## config.mk

```make
export PLATFORM = sky130hd
export DESIGN_NAME = present_key_schedule_flat
export DESIGN_NICKNAME = d
export VERILOG_FILES = /design/src/rtl/present_key_schedule_if.sv /design/src/rtl/present_key_schedule.sv /design/src/flat_wrapper.sv
export SDC_FILE = /design/constraint.sdc
export NUM_CORES = 1
export LEC_CHECK = 0
export ABC_CLOCK_PERIOD_IN_PS = 1980
export BUFFER_PORTS_ARGS = -buffer_cell sky130_fd_sc_hd__buf_2
export CAP_MARGIN = 30
export CORE_UTILIZATION = 41
export DETAILED_ROUTE_END_ITERATION = 6
export GPL_TIMING_DRIVEN = 0
export PLACE_DENSITY_LB_ADDON = 0.08
export SKIP_CTS_REPAIR_TIMING = 1
export SLEW_MARGIN = 20
export SYNTH_ARGS = -nofsm -noshare
export SYNTH_HDL_FRONTEND = slang
export SYNTH_SLANG_ARGS = --single-unit
```

## constraint.sdc

```tcl
create_clock -name clk -period 1.98 [get_ports clk]
set_clock_uncertainty 0.2 [all_clocks]
set_input_delay 0.198 -clock clk [delete_from_list [all_inputs] [get_ports clk]]
set_output_delay 0.198 -clock clk [all_outputs]
set_load 0.02 [all_outputs]
```

## src/rtl/present_key_schedule_if.sv

```systemverilog
// Handshake bundle between the PRESENT key scheduler and its round-key consumer.
// Optional feature macro: KSCHED_REVERSE_EN (adds the reverse request bit).
interface present_key_schedule_if;
    logic        start;
    logic [19:0] master_key;
`ifdef KSCHED_REVERSE_EN
    logic        reverse;
`endif
    logic        busy;
    logic        rk_valid;
    logic        rk_ready;
    logic [15:0] rk;
    logic [4:0]  rk_index;
    logic        done;

`ifdef KSCHED_REVERSE_EN
    modport master (
        output start, master_key, reverse, rk_ready,
        input  busy, rk_valid, rk, rk_index, done
    );
    modport slave (
        input  start, master_key, reverse, rk_ready,
        output busy, rk_valid, rk, rk_index, done
    );
`else
    modport master (
        output start, master_key, rk_ready,
        input  busy, rk_valid, rk, rk_index, done
    );
    modport slave (
        input  start, master_key, rk_ready,
        output busy, rk_valid, rk, rk_index, done
    );
`endif
endinterface

```

## src/rtl/present_key_schedule.sv

```systemverilog
// PRESENT-style round-key generator: 20-bit master key, 16-bit round keys,
// ROUNDS+1 keys emitted one per valid/ready handshake.
// Optional feature macro: KSCHED_REVERSE_EN (precompute all keys into a buffer
// and emit them from index ROUNDS down to 0).
module present_key_schedule #(
    parameter int unsigned ROUNDS = 31
) (
    input  logic               clk,
    input  logic               rst,
    present_key_schedule_if.slave ks
);

    localparam logic [4:0] LAST = 5'(ROUNDS);

`ifdef KSCHED_REVERSE_EN
    typedef enum logic [2:0] {S_IDLE, S_RUN, S_DONE, S_FILL, S_RUNREV} state_t;
`else
    typedef enum logic [2:0] {S_IDLE, S_RUN, S_DONE} state_t;
`endif

    state_t      state;
    state_t      state_nxt;
    logic [19:0] key;
    logic [4:0]  count;

`ifdef KSCHED_REVERSE_EN
    logic        rev_mode;
    logic [15:0] key_buf [0:ROUNDS];
`endif

    function automatic logic [3:0] sbox(input logic [3:0] x);
        logic [3:0] y;
        case (x)
            4'h0: y = 4'hC;  4'h1: y = 4'h5;  4'h2: y = 4'h6;  4'h3: y = 4'hB;
            4'h4: y = 4'h9;  4'h5: y = 4'h0;  4'h6: y = 4'hA;  4'h7: y = 4'hD;
            4'h8: y = 4'h3;  4'h9: y = 4'hE;  4'hA: y = 4'hF;  4'hB: y = 4'h8;
            4'hC: y = 4'h4;  4'hD: y = 4'h7;  4'hE: y = 4'h1;  default: y = 4'h2;
        endcase
        return y;
    endfunction

    function automatic logic [19:0] key_update(input logic [19:0] k, input logic [4:0] r);
        logic [19:0] t;
        t        = {k[6:0], k[19:7]};
        t[19:16] = sbox(t[19:16]);
        t[8:4]   = t[8:4] ^ r;
        return t;
    endfunction

    // State register; reset aborts any run immediately.
    always_ff @(posedge clk or posedge rst) begin
        if (rst) state <= S_IDLE;
        else     state <= state_nxt;
    end

    // Next-state decode; start is only looked at in IDLE.
    always_comb begin
        state_nxt = state;
        unique case (state)
            S_IDLE: begin
                if (ks.start) begin
`ifdef KSCHED_REVERSE_EN
                    state_nxt = ks.reverse ? S_FILL : S_RUN;
`else
                    state_nxt = S_RUN;
`endif
                end
            end
            S_RUN:    if (ks.rk_ready && count == LAST) state_nxt = S_DONE;
            S_DONE:   state_nxt = S_IDLE;
`ifdef KSCHED_REVERSE_EN
            S_FILL:   if (count == LAST) state_nxt = S_RUNREV;
            S_RUNREV: if (ks.rk_ready && count == 5'd0) state_nxt = S_DONE;
`endif
            default:  state_nxt = S_IDLE;
        endcase
    end

    // Key register and round counter; both freeze while the consumer stalls.
    always_ff @(posedge clk or posedge rst) begin
        if (rst) begin
            key   <= '0;
            count <= '0;
`ifdef KSCHED_REVERSE_EN
            rev_mode <= 1'b0;
`endif
        end else begin
            unique case (state)
                S_IDLE: begin
                    if (ks.start) begin
                        key   <= ks.master_key;
                        count <= '0;
`ifdef KSCHED_REVERSE_EN
                        rev_mode <= ks.reverse;
`endif
                    end
                end
                S_RUN: begin
                    if (ks.rk_ready && count != LAST) begin
                        key   <= key_update(key, 5'(count + 5'd1));
                        count <= 5'(count + 5'd1);
                    end
                end
`ifdef KSCHED_REVERSE_EN
                // Counter parks at LAST when the fill ends, ready to count down.
                S_FILL: begin
                    if (count != LAST) begin
                        key   <= key_update(key, 5'(count + 5'd1));
                        count <= 5'(count + 5'd1);
                    end
                end
                S_RUNREV: begin
                    if (ks.rk_ready && count != 5'd0) count <= 5'(count - 5'd1);
                end
`endif
                default: ;
            endcase
        end
    end

`ifdef KSCHED_REVERSE_EN
    // Key buffer captures one round key per fill cycle.
    always_ff @(posedge clk) begin
        if (state == S_FILL) key_buf[count] <= key[19:4];
    end
`endif

    // Output decode; rk/rk_index come straight from held registers.
    always_comb begin
        ks.busy     = 1'b0;
        ks.rk_valid = 1'b0;
        ks.done     = 1'b0;
        unique case (state)
            S_RUN:    begin ks.busy = 1'b1; ks.rk_valid = 1'b1; end
            S_DONE:   ks.done = 1'b1;
`ifdef KSCHED_REVERSE_EN
            S_FILL:   ks.busy = 1'b1;
            S_RUNREV: begin ks.busy = 1'b1; ks.rk_valid = 1'b1; end
`endif
            default:  ;
        endcase
        ks.rk_index = count;
`ifdef KSCHED_REVERSE_EN
        ks.rk = rev_mode ? key_buf[count] : key[19:4];
`else
        ks.rk = key[19:4];
`endif
    end

endmodule

```

## src/flat_wrapper.sv

```systemverilog
// flat-port wrapper written by rule: the top's interface ports become plain ports
module present_key_schedule_flat 
#(
    parameter int unsigned ROUNDS = 31
)
  (clk, rst, ks_start, ks_master_key, ks_rk_ready, ks_busy, ks_rk_valid, ks_rk, ks_rk_index, ks_done);
  present_key_schedule_if ks_i ();
  input  logic clk;
  input  logic rst;
  input wire logic [$bits(ks_i.start)-1:0] ks_start;
  input wire logic [$bits(ks_i.master_key)-1:0] ks_master_key;
  input wire logic [$bits(ks_i.rk_ready)-1:0] ks_rk_ready;
  output wire logic [$bits(ks_i.busy)-1:0] ks_busy;
  output wire logic [$bits(ks_i.rk_valid)-1:0] ks_rk_valid;
  output wire logic [$bits(ks_i.rk)-1:0] ks_rk;
  output wire logic [$bits(ks_i.rk_index)-1:0] ks_rk_index;
  output wire logic [$bits(ks_i.done)-1:0] ks_done;
  assign ks_i.start = ks_start;
  assign ks_i.master_key = ks_master_key;
  assign ks_i.rk_ready = ks_rk_ready;
  assign ks_busy = ks_i.busy;
  assign ks_rk_valid = ks_i.rk_valid;
  assign ks_rk = ks_i.rk;
  assign ks_rk_index = ks_i.rk_index;
  assign ks_done = ks_i.done;
  present_key_schedule #(.ROUNDS(ROUNDS)) u_core (.clk(clk), .rst(rst), .ks(ks_i));
endmodule
```

==> impl_metrics.ini, run 1 <==
[outcome]
status = finished, violations left
failed_checks = negative hold slack, negative setup slack

[synth]
ys_seq_area_frac = 0.394
synth-simple-area-share = 0.135
synth_fa_ha_area_frac = 0.0510
synth-compound-area-share = 0.118
synth_area_leaders = dfrtp_1 39%, mux2i_1 9.9%, buf_4 8.3%, nand3_1 5.8%, ha_1 5.1%
synth_top_area_share = 0.394
synth_edf_count = 0
synth-main-ff-cell = dfrtp_1
synth.distinct_cells = 37
avgSynthCellArea_um2 = 10.2
syn-num-nets = 200
synth_top_family_by_area = simple AND/OR/NAND/NOR gates
synth.area.mux_share = 0.132
synth-xor-area-share = 0.0408
async_flop_share = 1.00
syn_area_mm2 = 0.00172
ys_ff_latch = 27
netlist_instances = 169
synth_warnings = 0
synth_top_cell_by_area = dfrtp_1

[worst_setup_path]
crit_type = flop to flop
crit_end = u_core.ks.rk_index[3]
end_kind = flop
reg2reg_from = u_core.ks.rk_index[0]
r2r-end = u_core.ks.rk_index[3]
cp.required_ns = 2.00
ff2ff_setup_slack_ns = -0.1
setup.worst_path.start = u_core.ks.rk_index[0]
arrival_ns = 2.10
r2r_cells = 7
start_kind = flop
worstPathMaxFanout = 5

[drt]
drt_wl_total_um = 4580
wire_per_inst_um = 16.1
viasPerCell = 5.25
drtPass1Iterations = 4
drc_errors = 0
drtIter0Drc = 64
ant_nets = 0
via_count = 1495

[timing]
layout_setup_ws_ns = -0.0955
clock.fmax_mhz = 482
fin_hold_ws_ns = -0.00627
setup_tns_ns = -1.25
fin_crit_sh = 1.05
drv_slew = 0
tightest_slew_ns = 0.613
period_needed_ns = 2.08
rsz0062_at_grt = true
slew_headroom = 0.586
hold_violations = 2
finalSetupViolCount = 20

[worst_hold_path]
holdCritStartpoint = ks_master_key[14]
hp-class = input port to flop

[grt]
antenna_found_initial = 0
track_usage = 0.215
grt_max_degree = 20
grt_pass1_vias = 1387
gr-usage-met1 = 0.293
overflow = 0
grt_first_pass_wirelength_um = 6970
grt_util_met2 = 0.350
busiest_layer = met2
grtUsageMet3 = 0.0274

[final_layout]
nets = 267
final_layout_size_suffix_gt1_frac = 0.498
syn_to_final_growth_pct = 39.7
most-common-layout-cells = 47 x buf_2, 27 x buf_4, 24 x dfrtp_1
num_antenna_cells = 0
final_cell_area_mm2 = 0.00240
final_common_cell = buf_2

[power]
vdd_drop_max_mv = 0.601
power_density_mw_per_mm2 = 1370
p_leak_nw = 1.22

[floorplanning]
die-area_mm2 = 0.00445
dieWidth_um = 66.7
start_util = 0.429
coreArea_mm2 = 0.00400
rows = 23
fp.dieH_um = 66.7
io_pins = 48

[placed_design]
gp_congestion = 0.865
placedInstanceArea_mm2 = 0.00208
dpl.hpwl_um = 3180
portBuffers = 47

[clock_network]
cts.clk_slew.worst_paths_ns = 0.11
clkSinkCount = 27
clk_latency_ns = 0.29
cts_buffer_depth = 2
cts_buffers = 3
cts-root-buf = clkbuf_8
htree_levels = 1
cts_tree = built

[job]
maxCapViolCount = 0
## where the power goes
| part | leakage (nW) | internal (mW) | switching [mW] |
|---|---|---|---|
| clock | 0.0217 | 0.144 | 0.192 |
| combinational | 0.870 | 0.968 | 0.912 |
| sequential | 0.332 | 0.784 | 0.275 |
## how the worst min path moves through the flow
stage	slack [ns]	end	depth (start not counted)
after floorplan	0.05	u_core.key[0]	1
after global placement	0.23	u_core.state[0]	2
after detailed placement	0.006	u_core.key[16]	2
after CTS	-0.30	u_core.key[16]	2
after global routing	0.009	u_core.key[1]	3
final	-0.006	u_core.key[14]	3
## cell usage after synthesis, drive strengths merged (2+ instances only)
library cell and count:
dfrtp 27, buf 25, nand3 20, o21ai 18
mux2i 17, inv 8, ha 7, xnor2 5
clkbuf 4, nor4bb 4, nor2 3, or3b 3
xor2 3, a22o 2, a31oi 2, and3 2
mux4 2, nor2b 2, o211ai 2
## registers in the layout, summed over array words and instances (netlist names)
name                flops
u_core.ks.rk_index      5
u_core.key             20
u_core.state            2
## cell families after synthesis
family                   count (synthesis)
buffers and inverters                   37
adder cells (fa/ha/maj)                  7
flip-flops                              27
multiplexers                            20
AO/OA/AOI/OAI                           32
XOR/XNOR                                 8
AND/OR/NAND/NOR                         38
## metrics by stage
step                power [mW]  hold slack [ns]  cells  utilization  setup slack [ns]
floorplan                 2.29           0.0506    169            -           -0.0200
global placement          2.69            0.233    266        0.516            -0.132
detailed placement        2.77          0.00568    267        0.520            -0.160
CTS                       3.10           -0.302    271        0.532            -0.198
global route              3.51          0.00939    285        0.599            -0.176
finish                    3.28         -0.00627    285        0.599           -0.0955
## cell type report
type | count | area [µm²]
repair buffers | 62 | 374
clock buffers | 3 | 41.3
well taps | 50 | 62.6
plain buffers | 29 | 244
flip-flops and latches | 27 | 679
inverters | 8 | 30.0
fillers | 361 | 1600
multi-input cells | 105 | 958
clock inverters | 1 | 7.51
## critical path, stage by stage (launching register included)
cell and delay, ns:
dfrtp_2 0.46, ha_4 0.18, and3_4 0.18, ha_4 0.17, nand4bb_4 0.24, buf_6 0.17
or3_1 0.34, o21ai_1 0.07
## layer usage
metal | share of wire | up-vias
li1 | - | 718
met4 | 0.014 | 0
met5 | 0 | -
met3 | 0.045 | 7
met2 | 0.49 | 41
met1 | 0.45 | 729
Note: power is estimated with default switching activity, not from simulation.
==> run 2, diff against run 1 <==
--- a/config.mk
+++ b/config.mk
@@ -5,7 +5,7 @@
 export SDC_FILE = /design/constraint.sdc
 export NUM_CORES = 1
 export LEC_CHECK = 0
-export ABC_CLOCK_PERIOD_IN_PS = 1980
+export ABC_CLOCK_PERIOD_IN_PS = 2050
 export BUFFER_PORTS_ARGS = -buffer_cell sky130_fd_sc_hd__buf_2
 export CAP_MARGIN = 30
 export CORE_UTILIZATION = 41
@@ -13,7 +13,7 @@
 export GPL_TIMING_DRIVEN = 0
 export PLACE_DENSITY_LB_ADDON = 0.08
 export SKIP_CTS_REPAIR_TIMING = 1
-export SLEW_MARGIN = 20
+export SLEW_MARGIN = 40
 export SYNTH_ARGS = -nofsm -noshare
 export SYNTH_HDL_FRONTEND = slang
 export SYNTH_SLANG_ARGS = --single-unit
==> constraint.sdc (replaced) <==
create_clock -name clk -period 2.05 [get_ports clk]
set_clock_uncertainty 0.2 [all_clocks]
set_input_delay 0.205 -clock clk [delete_from_list [all_inputs] [get_ports clk]]
set_output_delay 0.205 -clock clk [all_outputs]
set_load 0.02 [all_outputs]
==> impl_metrics.ini, run 2 (synthesis results as in run 1) <==
[clock_network]
cts_buffers = 3
cts_tree = built
cts.clk_slew.worst_paths_ns = 0.09
htree_levels = 1
clkSinkCount = 27
cts_buffer_depth = 2
cts-root-buf = clkbuf_8
clk_latency_ns = 0.28

[final_layout]
most-common-layout-cells = 48 x buf_2, 28 x buf_4, 23 x dfrtp_1
multiInputGateArea_um2 = 907
final_common_cell = buf_2
finish.utilization = 0.577
fillers = 372
num_antenna_cells = 0
nets = 267
largest_reg_flops = 20
top_register = u_core.key
final_layout_size_suffix_gt1_frac = 0.481
seqCellArea_um2 = 681
syn_to_final_growth_pct = 34.5

[floorplanning]
rows = 23
die-area_mm2 = 0.00445
dieWidth_um = 66.7
coreArea_mm2 = 0.00400
fp.dieH_um = 66.7
start_util = 0.429
io_pins = 48

[power]
power_density_mw_per_mm2 = 1340
switchingPower_mw = 1.28
combPwrFrac = 0.569
sequentialPowerShare = 0.329
p_leak_nw = 1.20
p_total_mw = 3.09
vdd_drop_max_mv = 0.632
power_frac_clock = 0.102
swShare = 0.414
p_int_mw = 1.81

[drt]
viasPerCell = 5.25
ant_nets = 0
drtPass1Iterations = 4
wire_per_inst_um = 15.5
drc_errors = 0
via_count = 1496
drt_wl_total_um = 4430
drtIter0Drc = 64

[timing]
hold_violations = 0
period_needed_ns = 2.08
finalSetupViolCount = 12
clock.fmax_mhz = 482
fin_crit_sh = 1.01
layout_setup_ws_ns = -0.0259
slew_headroom = 0.599
drv_slew = 0
rsz0062_at_grt = true
tightest_slew_ns = 0.601

[worst_setup_path]
arrival_ns = 2.09
crit_type = flop to flop
worstPathMaxFanout = 5
reg2reg_from = u_core.ks.rk_index[0]
start_kind = flop
end_kind = flop
setup.worst_path.start = u_core.ks.rk_index[0]
cp.required_ns = 2.06

[grt]
overflow = 0
antenna_found_initial = 0
grt_first_pass_wirelength_um = 6690
grt_max_degree = 28
track_usage = 0.205
grt_pass1_vias = 1377

[placed_design]
portBuffers = 47
gp_congestion = 0.748
dpl.hpwl_um = 3050

[worst_hold_path]
hp-class = input port to flop
holdCritStartpoint = ks_master_key[7]

[outcome]
status = finished, violations left
failed_checks = negative setup slack

[job]
maxCapViolCount = 0
[run 2: power groups by stage]
stage                     logic, mW  clock network [mW]  registers [mW]
after detailed placement       1.59                   0            1.02
after floorplan                1.17                   0            1.01
final                          1.76               0.314            1.02
after CTS                      1.60               0.322            1.01
after global routing           1.93               0.336            1.05
after global placement         1.56                   0            1.01
[run 2: cell type report]
cell class / count / area share
Buffer: 29 / 0.0997
Sequential cell: 27 / 0.295
Timing Repair Buffer: 61 / 0.153
Tap cell: 50 / 0.0271
Clock buffer: 4 / 0.0195
Inverter: 8 / 0.0130
Multi-Input combinational cell: 106 / 0.393
[run 2: final timing paths]
| check | to | slack (ns) | cells past startpoint |
|---|---|---|---|
| max | u_core.key[4] | -0.03 | 8 |
| min | u_core.key[7] | 0.008 | 3 |
| max reg2reg | u_core.key[4] | -0.03 | 8 |
| min reg2reg | u_core.key[1] | 0.33 | 2 |
| max in group asynchronous | u_core.key[4] | 0.89 | 3 |
| min in group asynchronous | u_core.ks.rk_index[4] | 0.33 | 3 |
[run 2: metrics by stage]
step                worst slack, ns  area (µm²)  hold WS [ns]  TNS, ns  std cells
floorplan                  -0.00834        1750        0.0576  -0.0417        169
global placement             -0.198        2050         0.238    -3.47        266
detailed placement           -0.244        2050        0.0988    -4.61        266
CTS                          -0.268        2090        -0.210    -5.21        270
global route                -0.0790        2310        0.0353   -0.928        285
finish                      -0.0259        2310       0.00816   -0.204        285
[run 2: layer usage]
metal	share of wire	routed length, µm	global-route usage
met1	0.47	2090	0.278
met2	0.47	2090	0.340
met3	0.044	194	0.0205
met4	0.012	52	0.0638
met5	0	0	0
[run 2: critical path: stages, from the launching register on]
cell and delay, ns:
dfrtp_2 0.45, ha_4 0.17, and3_4 0.18, ha_4 0.17
nor4bb_1 0.27, buf_4 0.22, a21oi_4 0.08, buf_6 0.17
o21ai_2 0.10
==> run 3, diff against run 2 <==
--- a/config.mk
+++ b/config.mk
@@ -5,7 +5,7 @@
 export SDC_FILE = /design/constraint.sdc
 export NUM_CORES = 1
 export LEC_CHECK = 0
-export ABC_CLOCK_PERIOD_IN_PS = 2050
+export ABC_CLOCK_PERIOD_IN_PS = 2000
 export BUFFER_PORTS_ARGS = -buffer_cell sky130_fd_sc_hd__buf_2
 export CAP_MARGIN = 30
 export CORE_UTILIZATION = 41
@@ -17,3 +17,4 @@
 export SYNTH_ARGS = -nofsm -noshare
 export SYNTH_HDL_FRONTEND = slang
 export SYNTH_SLANG_ARGS = --single-unit
+export TNS_END_PERCENT = 20
==> constraint.sdc (replaced) <==
create_clock -name clk -period 2 [get_ports clk]
set_clock_uncertainty 0.2 [all_clocks]
set_input_delay 0.2 -clock clk [delete_from_list [all_inputs] [get_ports clk]]
set_output_delay 0.2 -clock clk [all_outputs]
set_load 0.02 [all_outputs]
==> impl_metrics.ini, run 3 (synthesis results as in run 1) <==
[drt]
via_count = 1460
drc_errors = 0
viasPerCell = 5.21
drtPass1Iterations = 4
ant_nets = 0
wire_per_inst_um = 15.8
drtIter0Drc = 62
drt_wl_total_um = 4420

[floorplanning]
rows = 23
die-area_mm2 = 0.00445
start_util = 0.429
dieWidth_um = 66.7
io_pins = 48
fp.dieH_um = 66.7
coreArea_mm2 = 0.00400

[grt]
antenna_found_initial = 0
track_usage = 0.208
grt_first_pass_wirelength_um = 6820
overflow = 0
grt_pass1_vias = 1375
grt_max_degree = 28

[clock_network]
cts_buffers = 3
cts-root-buf = clkbuf_8
htree_levels = 1
cts_tree = built
clkSinkCount = 27
cts_buffer_depth = 2
clk_latency_ns = 0.27
cts.clk_slew.worst_paths_ns = 0.09

[final_layout]
num_antenna_cells = 0
top_register = u_core.key
syn_to_final_growth_pct = 33.4
final_layout_size_suffix_gt1_frac = 0.474
fillers = 361
most-common-layout-cells = 48 x buf_2, 24 x dfrtp_1, 23 x buf_4
final_common_cell = buf_2
finish.utilization = 0.572
largest_reg_flops = 20
nets = 262

[timing]
rsz0062_at_grt = true
hold_violations = 1
clock.fmax_mhz = 489
period_needed_ns = 2.04
finalSetupViolCount = 16
drv_slew = 0
fin_hold_ws_ns = -0.0101
slew_headroom = 0.602
fin_crit_sh = 1.02
tightest_slew_ns = 0.596
layout_setup_ws_ns = -0.0443

[worst_hold_path]
hp-class = input port to flop
min_delay_path_depth = 3

[worst_setup_path]
r2r_cells = 8
slowest_delay_ns = 0.47
crit_top_cell = ha_4
path_cells = ha_4, and3_4, ha_4, nor4bb_4, buf_4, a21oi_4, buf_6, o21ai_2
path_buf_inv = 2
crit_type = flop to flop
end_kind = flop
cp.required_ns = 2.01
start_kind = flop
critPathSlowestCell = dfrtp_2
arrival_ns = 2.05
worstPathMaxFanout = 5
cpLargestDelayFamily = flip-flops
path_depth = 8

[power]
p_leak_nw = 1.19
vdd_drop_max_mv = 0.717
power_density_mw_per_mm2 = 1390

[placed_design]
portBuffers = 47
gp_congestion = 0.735
dpl.hpwl_um = 3150
dp_slack_ns = -0.264

[outcome]
failed_checks = negative hold slack, negative setup slack
status = finished, violations left

[job]
maxCapViolCount = 0
==> run 3: changes by cell type in the layout (fill, tap and decap cells not counted), sizes merged <==
cell | previous run | this run
buf | 85 | 80
==> run 3: report_power, final <==
group	switching [mW]	total, mW	internal [mW]	leakage [nW]
sequential	0.270	1.05	0.777	0.332
clock	0.171	0.314	0.143	0.0228
combinational	0.879	1.81	0.935	0.831
total	1.32	3.17	1.85	1.19
==> run 3: per-stage QoR <==
| stage | setup TNS (ns) | area [µm²] | instances | hold slack [ns] | power (mW) |
|---|---|---|---|---|---|
| after floorplan | -0.00725 | 1760 | 169 | 0.0526 | 2.26 |
| after global placement | -2.72 | 2060 | 266 | 0.228 | 2.67 |
| after detailed placement | -3.80 | 2060 | 266 | 0.110 | 2.73 |
| after CTS | -4.49 | 2110 | 270 | -0.190 | 3.05 |
| after global routing | -1.94 | 2290 | 280 | 0.0139 | 3.41 |
| final | -0.459 | 2290 | 280 | -0.0101 | 3.17 |
==> run 3: worst paths after layout <==
kind                                             from              end  slack [ns]
worst max-delay path            u_core.ks.rk_index[0]    u_core.key[8]       -0.04
worst min-delay path                 ks_master_key[7]    u_core.key[7]       -0.01
worst max register to register  u_core.ks.rk_index[0]    u_core.key[8]       -0.04
worst min register to register          u_core.key[0]    u_core.key[0]        0.32
max in group asynchronous                         rst  u_core.state[1]        0.84
min in group asynchronous                         rst    u_core.key[4]        0.34
==> run 3: tightest hold or removal path, cell delays in order <==
cell and delay [ns]:
buf_2 0.08, nand3_1 0.06, o211ai_1 0.08
==> run 3: layer usage <==
metal / track usage / part of all wire / vias up
met5: 0 / 0 / -
met4: 0.0798 / 0.013 / 0
met3: 0.0240 / 0.032 / 4
met2: 0.345 / 0.51 / 36
met1: 0.275 / 0.45 / 707
li1: - / - / 713
==> run 3: layout make-up <==
type                            count  area (µm²)  area share
Multi-Input combinational cell    106         927       0.405
Sequential cell                    27         679       0.297
Timing Repair Buffer               56         315       0.138
Buffer                             29         230       0.101
Tap cell                           50        62.6      0.0273
Clock buffer                        4        45.0      0.0197
Inverter                            8        30.0      0.0131
